**src/rtl/mem_writeback_pkg.sv**
```systemverilog
// Shared definitions for the memory-access / writeback stage: op encodings,
// byte-lane masks, FSM states and small op-decode helpers.
package mem_writeback_pkg;

    localparam logic [3:0] MEM_NONE = 4'd0;
    localparam logic [3:0] MEM_LB   = 4'd1;
    localparam logic [3:0] MEM_LBU  = 4'd2;
    localparam logic [3:0] MEM_LH   = 4'd3;
    localparam logic [3:0] MEM_LHU  = 4'd4;
    localparam logic [3:0] MEM_LW   = 4'd5;
    localparam logic [3:0] MEM_SB   = 4'd6;
    localparam logic [3:0] MEM_SH   = 4'd7;
    localparam logic [3:0] MEM_SW   = 4'd8;

    localparam logic [3:0] BE_NONE    = 4'b0000;
    localparam logic [3:0] BE_BYTE0   = 4'b0001;
    localparam logic [3:0] BE_BYTE1   = 4'b0010;
    localparam logic [3:0] BE_BYTE2   = 4'b0100;
    localparam logic [3:0] BE_BYTE3   = 4'b1000;
    localparam logic [3:0] BE_HALF_LO = 4'b0011;
    localparam logic [3:0] BE_HALF_HI = 4'b1100;
    localparam logic [3:0] BE_WORD    = 4'b1111;

    localparam logic [31:0] ZERO_WORD = 32'h0000_0000;
    localparam logic [4:0]  REG_ZERO  = 5'd0;

    typedef enum logic [1:0] {SZ_NONE, SZ_BYTE, SZ_HALF, SZ_WORD} mem_size_e;
    typedef enum logic {ST_IDLE, ST_BUSY} wb_state_e;

    function automatic logic is_load(input logic [3:0] op);
        return (op == MEM_LB) || (op == MEM_LBU) || (op == MEM_LH) ||
               (op == MEM_LHU) || (op == MEM_LW);
    endfunction

    function automatic logic is_store(input logic [3:0] op);
        return (op == MEM_SB) || (op == MEM_SH) || (op == MEM_SW);
    endfunction

    function automatic logic is_signed(input logic [3:0] op);
        return (op == MEM_LB) || (op == MEM_LH);
    endfunction

    function automatic mem_size_e op_size(input logic [3:0] op);
        case (op)
            MEM_LB, MEM_LBU, MEM_SB: return SZ_BYTE;
            MEM_LH, MEM_LHU, MEM_SH: return SZ_HALF;
            MEM_LW, MEM_SW:          return SZ_WORD;
            default:                 return SZ_NONE;
        endcase
    endfunction

    // Halfwords need an even address, words a 4-byte aligned one.
    function automatic logic is_misaligned(input logic [3:0] op, input logic [1:0] off);
        case (op_size(op))
            SZ_HALF: return off[0];
            SZ_WORD: return off != 2'b00;
            default: return 1'b0;
        endcase
    endfunction

    function automatic logic [3:0] lane_mask(input mem_size_e size, input logic [1:0] off);
        case (size)
            SZ_BYTE: begin
                case (off)
                    2'd0:    return BE_BYTE0;
                    2'd1:    return BE_BYTE1;
                    2'd2:    return BE_BYTE2;
                    default: return BE_BYTE3;
                endcase
            end
            SZ_HALF: return off[1] ? BE_HALF_HI : BE_HALF_LO;
            SZ_WORD: return BE_WORD;
            default: return BE_NONE;
        endcase
    endfunction

endpackage

```
**src/rtl/mem_writeback_load_extend.sv**
```systemverilog
// Selects the addressed byte/halfword lane of a little-endian read word and
// sign- or zero-extends it according to the load op. Purely combinational.
module load_extend
    import mem_writeback_pkg::*;
#(
    parameter int DATA_W = 32
) (
    input  logic [DATA_W-1:0] rdata,
    input  logic [1:0]        offset,
    input  logic [3:0]        op,
    output logic [DATA_W-1:0] ext
);

    logic [7:0]  byte_val;
    logic [15:0] half_val;

    // Lane select followed by extension; word loads pass straight through.
    always_comb begin
        byte_val = rdata[7:0];
        case (offset)
            2'd1:    byte_val = rdata[15:8];
            2'd2:    byte_val = rdata[23:16];
            2'd3:    byte_val = rdata[31:24];
            default: byte_val = rdata[7:0];
        endcase
        half_val = offset[1] ? rdata[31:16] : rdata[15:0];
        ext = rdata;
        case (op_size(op))
            SZ_BYTE: ext = is_signed(op) ? {{(DATA_W-8){byte_val[7]}}, byte_val}
                                         : {{(DATA_W-8){1'b0}}, byte_val};
            SZ_HALF: ext = is_signed(op) ? {{(DATA_W-16){half_val[15]}}, half_val}
                                         : {{(DATA_W-16){1'b0}}, half_val};
            default: ext = rdata;
        endcase
    end

endmodule

```
**src/rtl/mem_writeback.sv**
```systemverilog
// Memory-access and writeback stage between EX/MEM and the register file.
//
//   state   | meaning
//   --------+-----------------------------------------------------------
//   ST_IDLE | no access outstanding; ALU results written back directly
//   ST_BUSY | request on the memory port, waiting for mem_ack
module mem_writeback
    import mem_writeback_pkg::*;
#(
    parameter int DATA_W     = 32,
    parameter int ADDR_W     = 32,
    parameter int REG_ADDR_W = 5
) (
    input  logic                  clk,
    input  logic                  rst,
    input  logic                  in_valid,
    input  logic [3:0]            in_memOp,
    input  logic [ADDR_W-1:0]     in_addr,
    input  logic [DATA_W-1:0]     in_storeData,
    input  logic [DATA_W-1:0]     in_aluResult,
    input  logic [REG_ADDR_W-1:0] in_regDest,
    input  logic                  in_regWriteEnable,
    output logic                  mem_req,
    output logic                  mem_we,
    output logic [ADDR_W-1:0]     mem_addr,
    output logic [DATA_W-1:0]     mem_wdata,
    output logic [3:0]            mem_byteEnable,
    input  logic                  mem_ack,
    input  logic [DATA_W-1:0]     mem_rdata,
    output logic                  wb_writeEnable,
    output logic [REG_ADDR_W-1:0] wb_writeAddr,
    output logic [DATA_W-1:0]     wb_writeResult,
    output logic                  stall,
    output logic                  misaligned
);

    wb_state_e             state, state_next;
    logic [3:0]            op_q, op_next;
    logic [1:0]            off_q, off_next;
    logic [REG_ADDR_W-1:0] dest_q, dest_next;
    logic                  rwe_q, rwe_next;

    logic                  mem_req_next, mem_we_next;
    logic [ADDR_W-1:0]     mem_addr_next;
    logic [DATA_W-1:0]     mem_wdata_next;
    logic [3:0]            be_next;
    logic                  wb_we_next;
    logic [REG_ADDR_W-1:0] wb_addr_next;
    logic [DATA_W-1:0]     wb_result_next;
    logic                  misaligned_next;

    logic [1:0]            off_in;
    mem_size_e             size_in;
    logic                  is_mem_op, start_access;
    logic [DATA_W-1:0]     load_word;

    assign off_in       = in_addr[1:0];
    assign size_in      = op_size(in_memOp);
    assign is_mem_op    = is_load(in_memOp) || is_store(in_memOp);
    assign start_access = (state == ST_IDLE) && in_valid && is_mem_op &&
                          !is_misaligned(in_memOp, off_in);

    // Hold upstream while an access is being launched or is still waiting.
    assign stall = (state == ST_BUSY) ? !mem_ack : start_access;

    load_extend #(.DATA_W(DATA_W)) u_load_extend (
        .rdata  (mem_rdata),
        .offset (off_q),
        .op     (op_q),
        .ext    (load_word)
    );

    // Next-state and next-output decode; mem address/data hold between accesses.
    always_comb begin
        state_next      = state;
        op_next         = op_q;
        off_next        = off_q;
        dest_next       = dest_q;
        rwe_next        = rwe_q;
        mem_req_next    = mem_req;
        mem_we_next     = mem_we;
        mem_addr_next   = mem_addr;
        mem_wdata_next  = mem_wdata;
        be_next         = mem_byteEnable;
        wb_we_next      = 1'b0;
        wb_addr_next    = wb_writeAddr;
        wb_result_next  = wb_writeResult;
        misaligned_next = 1'b0;
        case (state)
            ST_IDLE: begin
                if (in_valid && !is_mem_op) begin
                    wb_we_next     = in_regWriteEnable && (in_regDest != REG_ZERO);
                    wb_addr_next   = in_regDest;
                    wb_result_next = in_aluResult;
                end else if (in_valid && !start_access) begin
                    misaligned_next = 1'b1;
                end else if (start_access) begin
                    state_next    = ST_BUSY;
                    mem_req_next  = 1'b1;
                    mem_we_next   = is_store(in_memOp);
                    mem_addr_next = {in_addr[ADDR_W-1:2], 2'b00};
                    be_next       = lane_mask(size_in, off_in);
                    case (size_in)
                        SZ_BYTE: mem_wdata_next = {(DATA_W/8){in_storeData[7:0]}};
                        SZ_HALF: mem_wdata_next = {(DATA_W/16){in_storeData[15:0]}};
                        default: mem_wdata_next = in_storeData;
                    endcase
                    op_next   = in_memOp;
                    off_next  = off_in;
                    dest_next = in_regDest;
                    rwe_next  = in_regWriteEnable;
                end
            end
            ST_BUSY: begin
                if (mem_ack) begin
                    state_next   = ST_IDLE;
                    mem_req_next = 1'b0;
                    be_next      = BE_NONE;
                    if (is_load(op_q)) begin
                        wb_we_next     = rwe_q && (dest_q != REG_ZERO);
                        wb_addr_next   = dest_q;
                        wb_result_next = load_word;
                    end
                end
            end
            default: state_next = ST_IDLE;
        endcase
    end

    // State and registered outputs; reset abandons any outstanding access.
    always_ff @(posedge clk) begin
        if (rst) begin
            state          <= ST_IDLE;
            op_q           <= MEM_NONE;
            off_q          <= 2'b00;
            dest_q         <= REG_ZERO;
            rwe_q          <= 1'b0;
            mem_req        <= 1'b0;
            mem_we         <= 1'b0;
            mem_addr       <= '0;
            mem_wdata      <= ZERO_WORD;
            mem_byteEnable <= BE_NONE;
            wb_writeEnable <= 1'b0;
            wb_writeAddr   <= REG_ZERO;
            wb_writeResult <= ZERO_WORD;
            misaligned     <= 1'b0;
        end else begin
            state          <= state_next;
            op_q           <= op_next;
            off_q          <= off_next;
            dest_q         <= dest_next;
            rwe_q          <= rwe_next;
            mem_req        <= mem_req_next;
            mem_we         <= mem_we_next;
            mem_addr       <= mem_addr_next;
            mem_wdata      <= mem_wdata_next;
            mem_byteEnable <= be_next;
            wb_writeEnable <= wb_we_next;
            wb_writeAddr   <= wb_addr_next;
            wb_writeResult <= wb_result_next;
            misaligned     <= misaligned_next;
        end
    end

endmodule

```
**config.mk**
```make
export PLATFORM = sky130hd
export DESIGN_NAME = mem_writeback
export DESIGN_NICKNAME = d
export VERILOG_FILES = /design/src/rtl/mem_writeback_pkg.sv /design/src/rtl/mem_writeback_load_extend.sv /design/src/rtl/mem_writeback.sv
export SDC_FILE = /design/constraint.sdc
export NUM_CORES = 1
export LEC_CHECK = 0
export CAP_MARGIN = 30
export CORE_AREA = 2 2 106 159
export DETAILED_ROUTE_END_ITERATION = 10
export DIE_AREA = 0 0 108 161
export MAX_ROUTING_LAYER = met4
export PLACE_DENSITY = 0.7
export SLEW_MARGIN = 20
export SYNTH_ARGS = -nofsm -noshare
export SYNTH_HDL_FRONTEND = slang
export SYNTH_SLANG_ARGS = --single-unit
```
**constraint.sdc**
```tcl
create_clock -name clk -period 5.3 [get_ports clk]
set_clock_uncertainty 0.2 [all_clocks]
set_input_delay 1.06 -clock clk [delete_from_list [all_inputs] [get_ports clk]]
set_output_delay 1.06 -clock clk [all_outputs]
set_load 0.1 [all_outputs]
```
==> results.ini, run 1 <==
[die]
die_area_sq_um=17400
pin_count=252
die_h_um=161
rows=57
core-area_sq_um=16000
initial_utilization_pct=35.3
die_w_um=108

[sta]
tightest_slew_ns=1.03
finalSetupTns_ns=0
rsz0062_at_grt=false
period_share_pct=88.3
hold_violations=0
fin_crit_ns=4.68
max_freq_mhz=214
drv_slew=0
slew_headroom_pct=31.3
setup_viol=0

[drt]
finalWirelength_mm=19.5
num_vias=5848
drc=0
routedWlPerCell_um=17.2
ant_nets=0
dr.pass1.iters=6
vias_per_cell=5.17
drtIter0Drc=279

[grt]
grt_use_met2_pct=39.9
grt_pass1_wl_mm=29.7
busiest_layer=met2
antenna_found_initial=0
grt-ovfl-total=0
use_met1_pct=24.3
use_met3_pct=4.32
grt_use_total_pct=22.6
grt_pass1_vias=5642
grt_max_degree=67

[setup_path]
setup.worst_path.end_class=output port
cp-start-kind=primary input
arrival_ns=3.42
crit_fanout=6
timing.rr.end=wb_writeResult[28]
reg2reg_depth=8
reg2reg_slack_ns=2.73
worst-setup-path-type=primary input to output port
required_ns=4.04

[synth]
ys_seq_elements=122
synth_flop_cell=dfxtp_1
seq_area_frac_synth_pct=43.2
synth_simple_gate_area_share_pct=20.4
synth_top_family_by_area=compound AO/OA/AOI/OAI gates
synth_edf_count=0
synth_xor_xnor_area_share_pct=0
synthCells=691
synth_cell_types=47
avgSynthCellArea_sq_um=8.19
yosys.area_share.adder_pct=1.55
syn_area_sq_um=5660
async_flop_share_pct=0
synthMuxAreaShare_pct=3.60
yosys_warnings=0
synth_compound_area_share_pct=25.5

[clock_tree]
cts_tree=built
cts_resized=0
clk_path_buf_depth=2
clock_latency_ns=0.40
cts_setup_buffers=0
h-tree-depth=4
root_buffer=clkbuf_16
path_clk_slew_ns=0.06
cts_buffers=17
cts_sinks=122
cts_hold_buf=0

[min_path]
whs_endpoint=mem_addr[20]
hold_path.class=register to register
hold_start=mem_addr[20]
hold-path-cell-count=2

[cells_and_area]
antenna_cells=0
area_growth_pct=58.3
multi_input_comb_area_sq_um=2900
layout_commonest_cell=clkdlybuf4s50_1
drive_above_1_share_pct=6.70
final_util_pct=55.8
n_fill_cell=1531
nNetsFinal=1062
mostFrequentLayoutCells=247 x clkdlybuf4s50_1, 124 x nand2_1, 122 x dfxtp_1
seqCellArea_sq_um=2440

[placed_design]
gp_congestion=0.931
hpwl_mm=14.0
portBuffers=249

[run_status]
status=complete, no violations

[pwr]
p_per_area_nw_per_um2=363
vdd_drop_max_uv=170
p_leak_uw=0.00319

[flow_run]
maxCapViolCount=0

-- cells by family after synthesis --
group           Yosys count
fa+ha+maj                 7
simple gates            268
other cells               1
mux                      20
flops                   122
buf+inv                  72
compound gates          201
-- flip-flops by register name (all words and copies together) (netlist names), named ones only --
signal / cells
dest_q: 5
mem_addr: 30
mem_byteEnable: 4
mem_req: 1
mem_wdata: 32
mem_we: 1
misaligned: 1
off_q: 2
op_q: 4
rwe_q: 1
state: 1
wb_writeAddr: 5
wb_writeEnable: 1
wb_writeResult: 32
-- worst max-delay path by stage --
stage | slack, ns | from | to
after floorplan | 0.77 | in_memOp[0] | stall
final | 0.62 | in_memOp[1] | stall
after detailed placement | 0.63 | in_memOp[1] | stall
after CTS | 0.62 | in_memOp[1] | stall
after global placement | 0.66 | in_memOp[1] | stall
after global routing | 0.44 | in_memOp[0] | stall
-- synthesized netlist by cell type (2+ instances only) --
cell	instances	area, sq um
a2111o_1	2	22.5
a211oi_1	43	323
a21o_1	2	15.0
a21oi_1	57	285
a221oi_1	13	114
a22o_1	9	78.8
a311oi_1	24	210
a31oi_1	5	31.3
and2_1	2	12.5
and3_1	3	18.8
buf_2	24	120
buf_4	7	52.6
clkbuf_1	31	116
dfxtp_1	122	2440
ha_1	7	87.6
inv_1	8	30.0
mux2_2	3	33.8
mux2i_1	17	170
nand2_1	125	469
nand2b_1	9	56.3
nand3_1	7	35.0
nand3b_1	5	37.5
nor2_1	79	297
nor2b_1	10	62.6
nor3_1	17	85.1
nor3b_1	2	15.0
o21ai_0	13	65.1
o221ai_1	15	131
o22a_1	2	17.5
o2bb2ai_1	7	61.3
or2_2	4	25.0
or4_1	2	15.0
-- stage by stage --
stage	total power [uW]	worst slack [ns]	hold WS [ns]	instance area (sq um)	instances
global route	3380	0.438	0.276	8950	1131
floorplan	1710	0.768	0.233	5660	692
finish	3250	0.620	0.252	8950	1131
global placement	2000	0.655	0.241	8240	1096
detailed placement	2010	0.629	0.245	8300	1098
CTS	3280	0.617	0.254	8930	1129
-- layout make-up --
cell class                      count  share of cell area [%]
Clock buffer                       17                    4.75
Sequential cell                   122                    27.3
Inverter                            9                   0.377
Clock inverter                     14                    2.36
Timing Repair Buffer              265                    29.9
Tap cell                          206                    2.88
Multi-Input combinational cell    498                    32.4
-- critical path: stages --
cell             delay [ns]
clkdlybuf4s50_1        0.60
inv_1                  0.09
ha_1                   0.20
a2111oi_0              0.60
o21a_1                 0.28
a211o_2                0.14
o21ai_0                0.21
buf_12                 0.25
-- metal layers --
metal  vias to the layer above  share of wire [%]
li1                       2934                  -
met1                      2671                 38
met2                       206                 53
met3                        37                5.4
met4                         0                3.1
met5                         -                  0
-- where the power goes --
| part | leakage (uW) | switching, uW | internal, uW | total, uW |
|---|---|---|---|---|
| logic | 0.00188 | 673 | 298 | 971 |
| clock network | 0.000309 | 460 | 799 | 1260 |
| registers | 0.000999 | 34.2 | 983 | 1020 |
No activity file was read; power rests on OpenSTA's default activity.
==> run 2, diff against run 1 <==
--- a/config.mk
+++ b/config.mk
@@ -6,12 +6,13 @@
 export NUM_CORES = 1
 export LEC_CHECK = 0
 export CAP_MARGIN = 30
-export CORE_AREA = 2 2 106 159
+export CORE_AREA = 2 2 100 150
 export DETAILED_ROUTE_END_ITERATION = 10
-export DIE_AREA = 0 0 108 161
+export DIE_AREA = 0 0 102 152
 export MAX_ROUTING_LAYER = met4
-export PLACE_DENSITY = 0.7
+export PLACE_DENSITY = 0.84
 export SLEW_MARGIN = 20
 export SYNTH_ARGS = -nofsm -noshare
 export SYNTH_HDL_FRONTEND = slang
+export SYNTH_HIERARCHICAL = 1
 export SYNTH_SLANG_ARGS = --single-unit
==> run 2 against run 1 <==
Synthesized cell count increased by 20%. Total power increased by 4.7%. Global-route usage increased by 6.8 points. Sequential power about the same. Die area decreased by 11%. Core utilization increased by 13 points. Count of clock-buffer cells in the layout increased by 2. Critical path depth increased by 4. Critical path type unchanged. Largest power group unchanged.
==> results.ini, run 2 <==
[run_status]
status=complete, no violations

[grt]
grt-ovfl-total=0  ; unchanged
grt_pass1_wl_mm=34.9  ; +18%
antenna_found_initial=1  ; +1
grt_use_total_pct=29.4  ; +6.8 points
grt_max_degree=99  ; +48%
grt_pass1_vias=6786  ; +20%

[drt]
wl_met3_mm=2.07  ; +96%
finalWirelength_mm=22.7  ; +16%
wl_met1_mm=8.14  ; +10%
routedWlPerCell_um=18.4  ; +7.0%
num_vias=7150  ; +22%
ant_nets=0  ; unchanged
drtIter0Drc=501  ; +80%
dr.max_layer_used=met4
drc=0  ; unchanged
dr.pass1.iters=5  ; -1
vias_per_cell=5.81  ; +12%
dr_wl_met2_mm=11.5  ; +9.9%

[synth]
synthTopCellsByCount=120 x dfxtp_1, 114 x o21ai_0, 70 x a21oi_1
yosysMostFrequentCell=dfxtp_1
seq_area_frac_synth_pct=36.1  ; -7.0 points
ys_seq_elements=120  ; -1.6%
synth_flop_cell=dfxtp_1
async_flop_share_pct=0  ; unchanged
avgSynthCellArea_sq_um=8.05  ; -1.7%
yosysTopAreaCellShare_pct=36.1  ; -7.0 points
yosys.area.top_type=dfxtp_1
synthCells=826  ; +20%
synth_cell_types=55  ; +17%
yosys_warnings=6  ; +6
syn_area_sq_um=6650  ; +18%
synthTopCellsByArea=dfxtp_1 36%, o21ai_0 8.6%, a21oi_1 5.3%
synth_edf_count=0  ; unchanged

[cells_and_area]
mostFrequentLayoutCells=247 x clkdlybuf4s50_1, 119 x dfxtp_1, 114 x o21ai_0
nNetsFinal=1175  ; +11%
top_regs=mem_wdata: 32 flops, wb_writeResult: 32 flops, mem_addr: 30 flops
drive_above_1_share_pct=7.94  ; +1.2 points
area_growth_pct=47.6
final_util_pct=68.6  ; +13 points
layout_commonest_cell=clkdlybuf4s50_1

[sta]
fin_crit_ns=4.86  ; +0.176 ns
tightest_slew_ns=1.03  ; +0.00377 ns
timing.hold.ws_ns=0.266  ; +0.0137 ns
max_freq_mhz=206  ; -3.6%
hold_violations=0  ; unchanged
period_share_pct=91.6  ; +3.3 points
worst_slack_ns=0.444  ; -0.176 ns
finalSetupTns_ns=0  ; unchanged
drv_slew=0  ; unchanged
setup_viol=0  ; unchanged
rsz0062_at_grt=false
slew_headroom_pct=31.1  ; -0.25 points

[setup_path]
cp-start-kind=primary input
reg2reg_depth=11  ; +3
reg2reg_slack_ns=1.90  ; -0.83 ns
arrival_ns=3.60  ; +0.18 ns
reg2reg_from=op_q[1]
worst-setup-path-type=primary input to output port
timing.rr.end=wb_writeResult[30]
required_ns=4.04  ; about the same
setup.worst_path.end_class=output port
crit_fanout=6  ; unchanged

[min_path]
hold_start=mem_req
hold-path-cell-count=2  ; unchanged
whs_endpoint=mem_req
hold_path.class=register to register

[clock_tree]
cts_tree=built
cts_buffers=17  ; unchanged
cts_sinks=120  ; -1.6%
clk_path_buf_depth=2  ; unchanged
root_buffer=clkbuf_16
clock_latency_ns=0.41  ; about the same
path_clk_slew_ns=0.06  ; about the same
cts_hold_buf=0  ; unchanged
cts_resized=0  ; unchanged
cts_setup_buffers=0  ; unchanged
h-tree-depth=4  ; unchanged

[die]
die_h_um=152  ; -5.6%
rows=54  ; -5.3%
die_area_sq_um=15500  ; -11%
die_w_um=102  ; -5.6%
pin_count=252  ; unchanged
initial_utilization_pct=46.4  ; +11 points
core-area_sq_um=14300  ; -11%

[placed_design]
dpl_worst_slack_ns=0.442  ; -0.187 ns
portBuffers=249  ; unchanged
hpwl_mm=15.5  ; +11%
gp_congestion=0.904  ; -3.0%

[pwr]
p_leak_uw=0.00355  ; +11%
vdd_drop_max_uv=306  ; +80%
p_per_area_nw_per_um2=346  ; -4.5%

[flow_run]
maxCapViolCount=0  ; unchanged

## run 2: cell types whose count changed in the layout (fill, tap and decap cells not counted), moves of 15 or more
cell,change
o21ai_0,+101
o221ai_1,-15
inv_1,+45
nand2_1,-78
nor2b_1,+40
nor2_1,-58
a211oi_1,-43
nand3_1,+49
a221oi_1,+26
## run 2: power breakdown
group | internal, uW | total [uW] | switching, uW
sequential | 966 | 1000 | 35.4
clock | 853 | 1310 | 452
combinational | 337 | 1100 | 759
## run 2: logic make-up (layout without fill, tap and decap cells)
kind of cell    after synthesis  in the layout  share of synthesized area (%)
other cells                   1              3                         0.0564
buf+inv                     145            351                           9.57
mux                           6              6                          0.922
simple gates                220            220                           18.3
compound gates              321            321                           32.6
flops                       120            120                           36.1
fa+ha+maj                    13             13                           2.45
## run 2: through the flow
step                cell area, sq um  instances  power, uW
global route                    9820       1230       3530
detailed placement              9130       1196       2110
global placement                9100       1195       2090
finish                          9820       1230       3400
floorplan                       6660        827       1780
CTS                             9790       1228       3410
## run 2: worst max-delay path by stage
stage	from	to	slack, ns	cells past startpoint
floorplan	in_memOp[0]	stall	0.63	12
global placement	in_memOp[1]	stall	0.56	12
detailed placement	in_memOp[0]	stall	0.44	12
CTS	in_memOp[0]	stall	0.45	12
global route	in_memOp[1]	stall	0.29	12
finish	in_memOp[0]	stall	0.44	12
## run 2: critical path, stage by stage
cell and delay (ns):
clkdlybuf4s50_1 0.57, inv_1 0.11, ha_1 0.28, nand3b_4 0.15, o21a_1 0.19, inv_1 0.07
ha_1 0.25, o21ai_1 0.24, and3_2 0.22, nand2_1 0.13, nand2_1 0.14, buf_12 0.18
## run 2: layout make-up
cell class                      instances  area (sq um)
Fill cell                            1181          4500
Antenna cell                            1          2.50
Inverter                               53           199
Timing Repair Buffer                  266          2670
Clock buffer                           19           443
Sequential cell                       120          2400
Multi-Input combinational cell        562          3640
Clock inverter                         13           219
Tap cell                              196           245
## run 2: routing by layer
metal	up-vias	global-route usage, %
met5	-	-
met4	0	15.4
met3	60	7.87
met2	366	48.7
met1	3322	31.3
li1	3402	-
==> run 3, diff against run 2 <==
--- a/config.mk
+++ b/config.mk
@@ -11,6 +11,7 @@
 export DIE_AREA = 0 0 102 152
 export MAX_ROUTING_LAYER = met4
 export PLACE_DENSITY = 0.84
+export SETUP_SLACK_MARGIN = 0.05
 export SLEW_MARGIN = 20
 export SYNTH_ARGS = -nofsm -noshare
 export SYNTH_HDL_FRONTEND = slang
==> results of run 3 <==
Same layout as run 2: the final DEF is identical, and so are final timing and power.
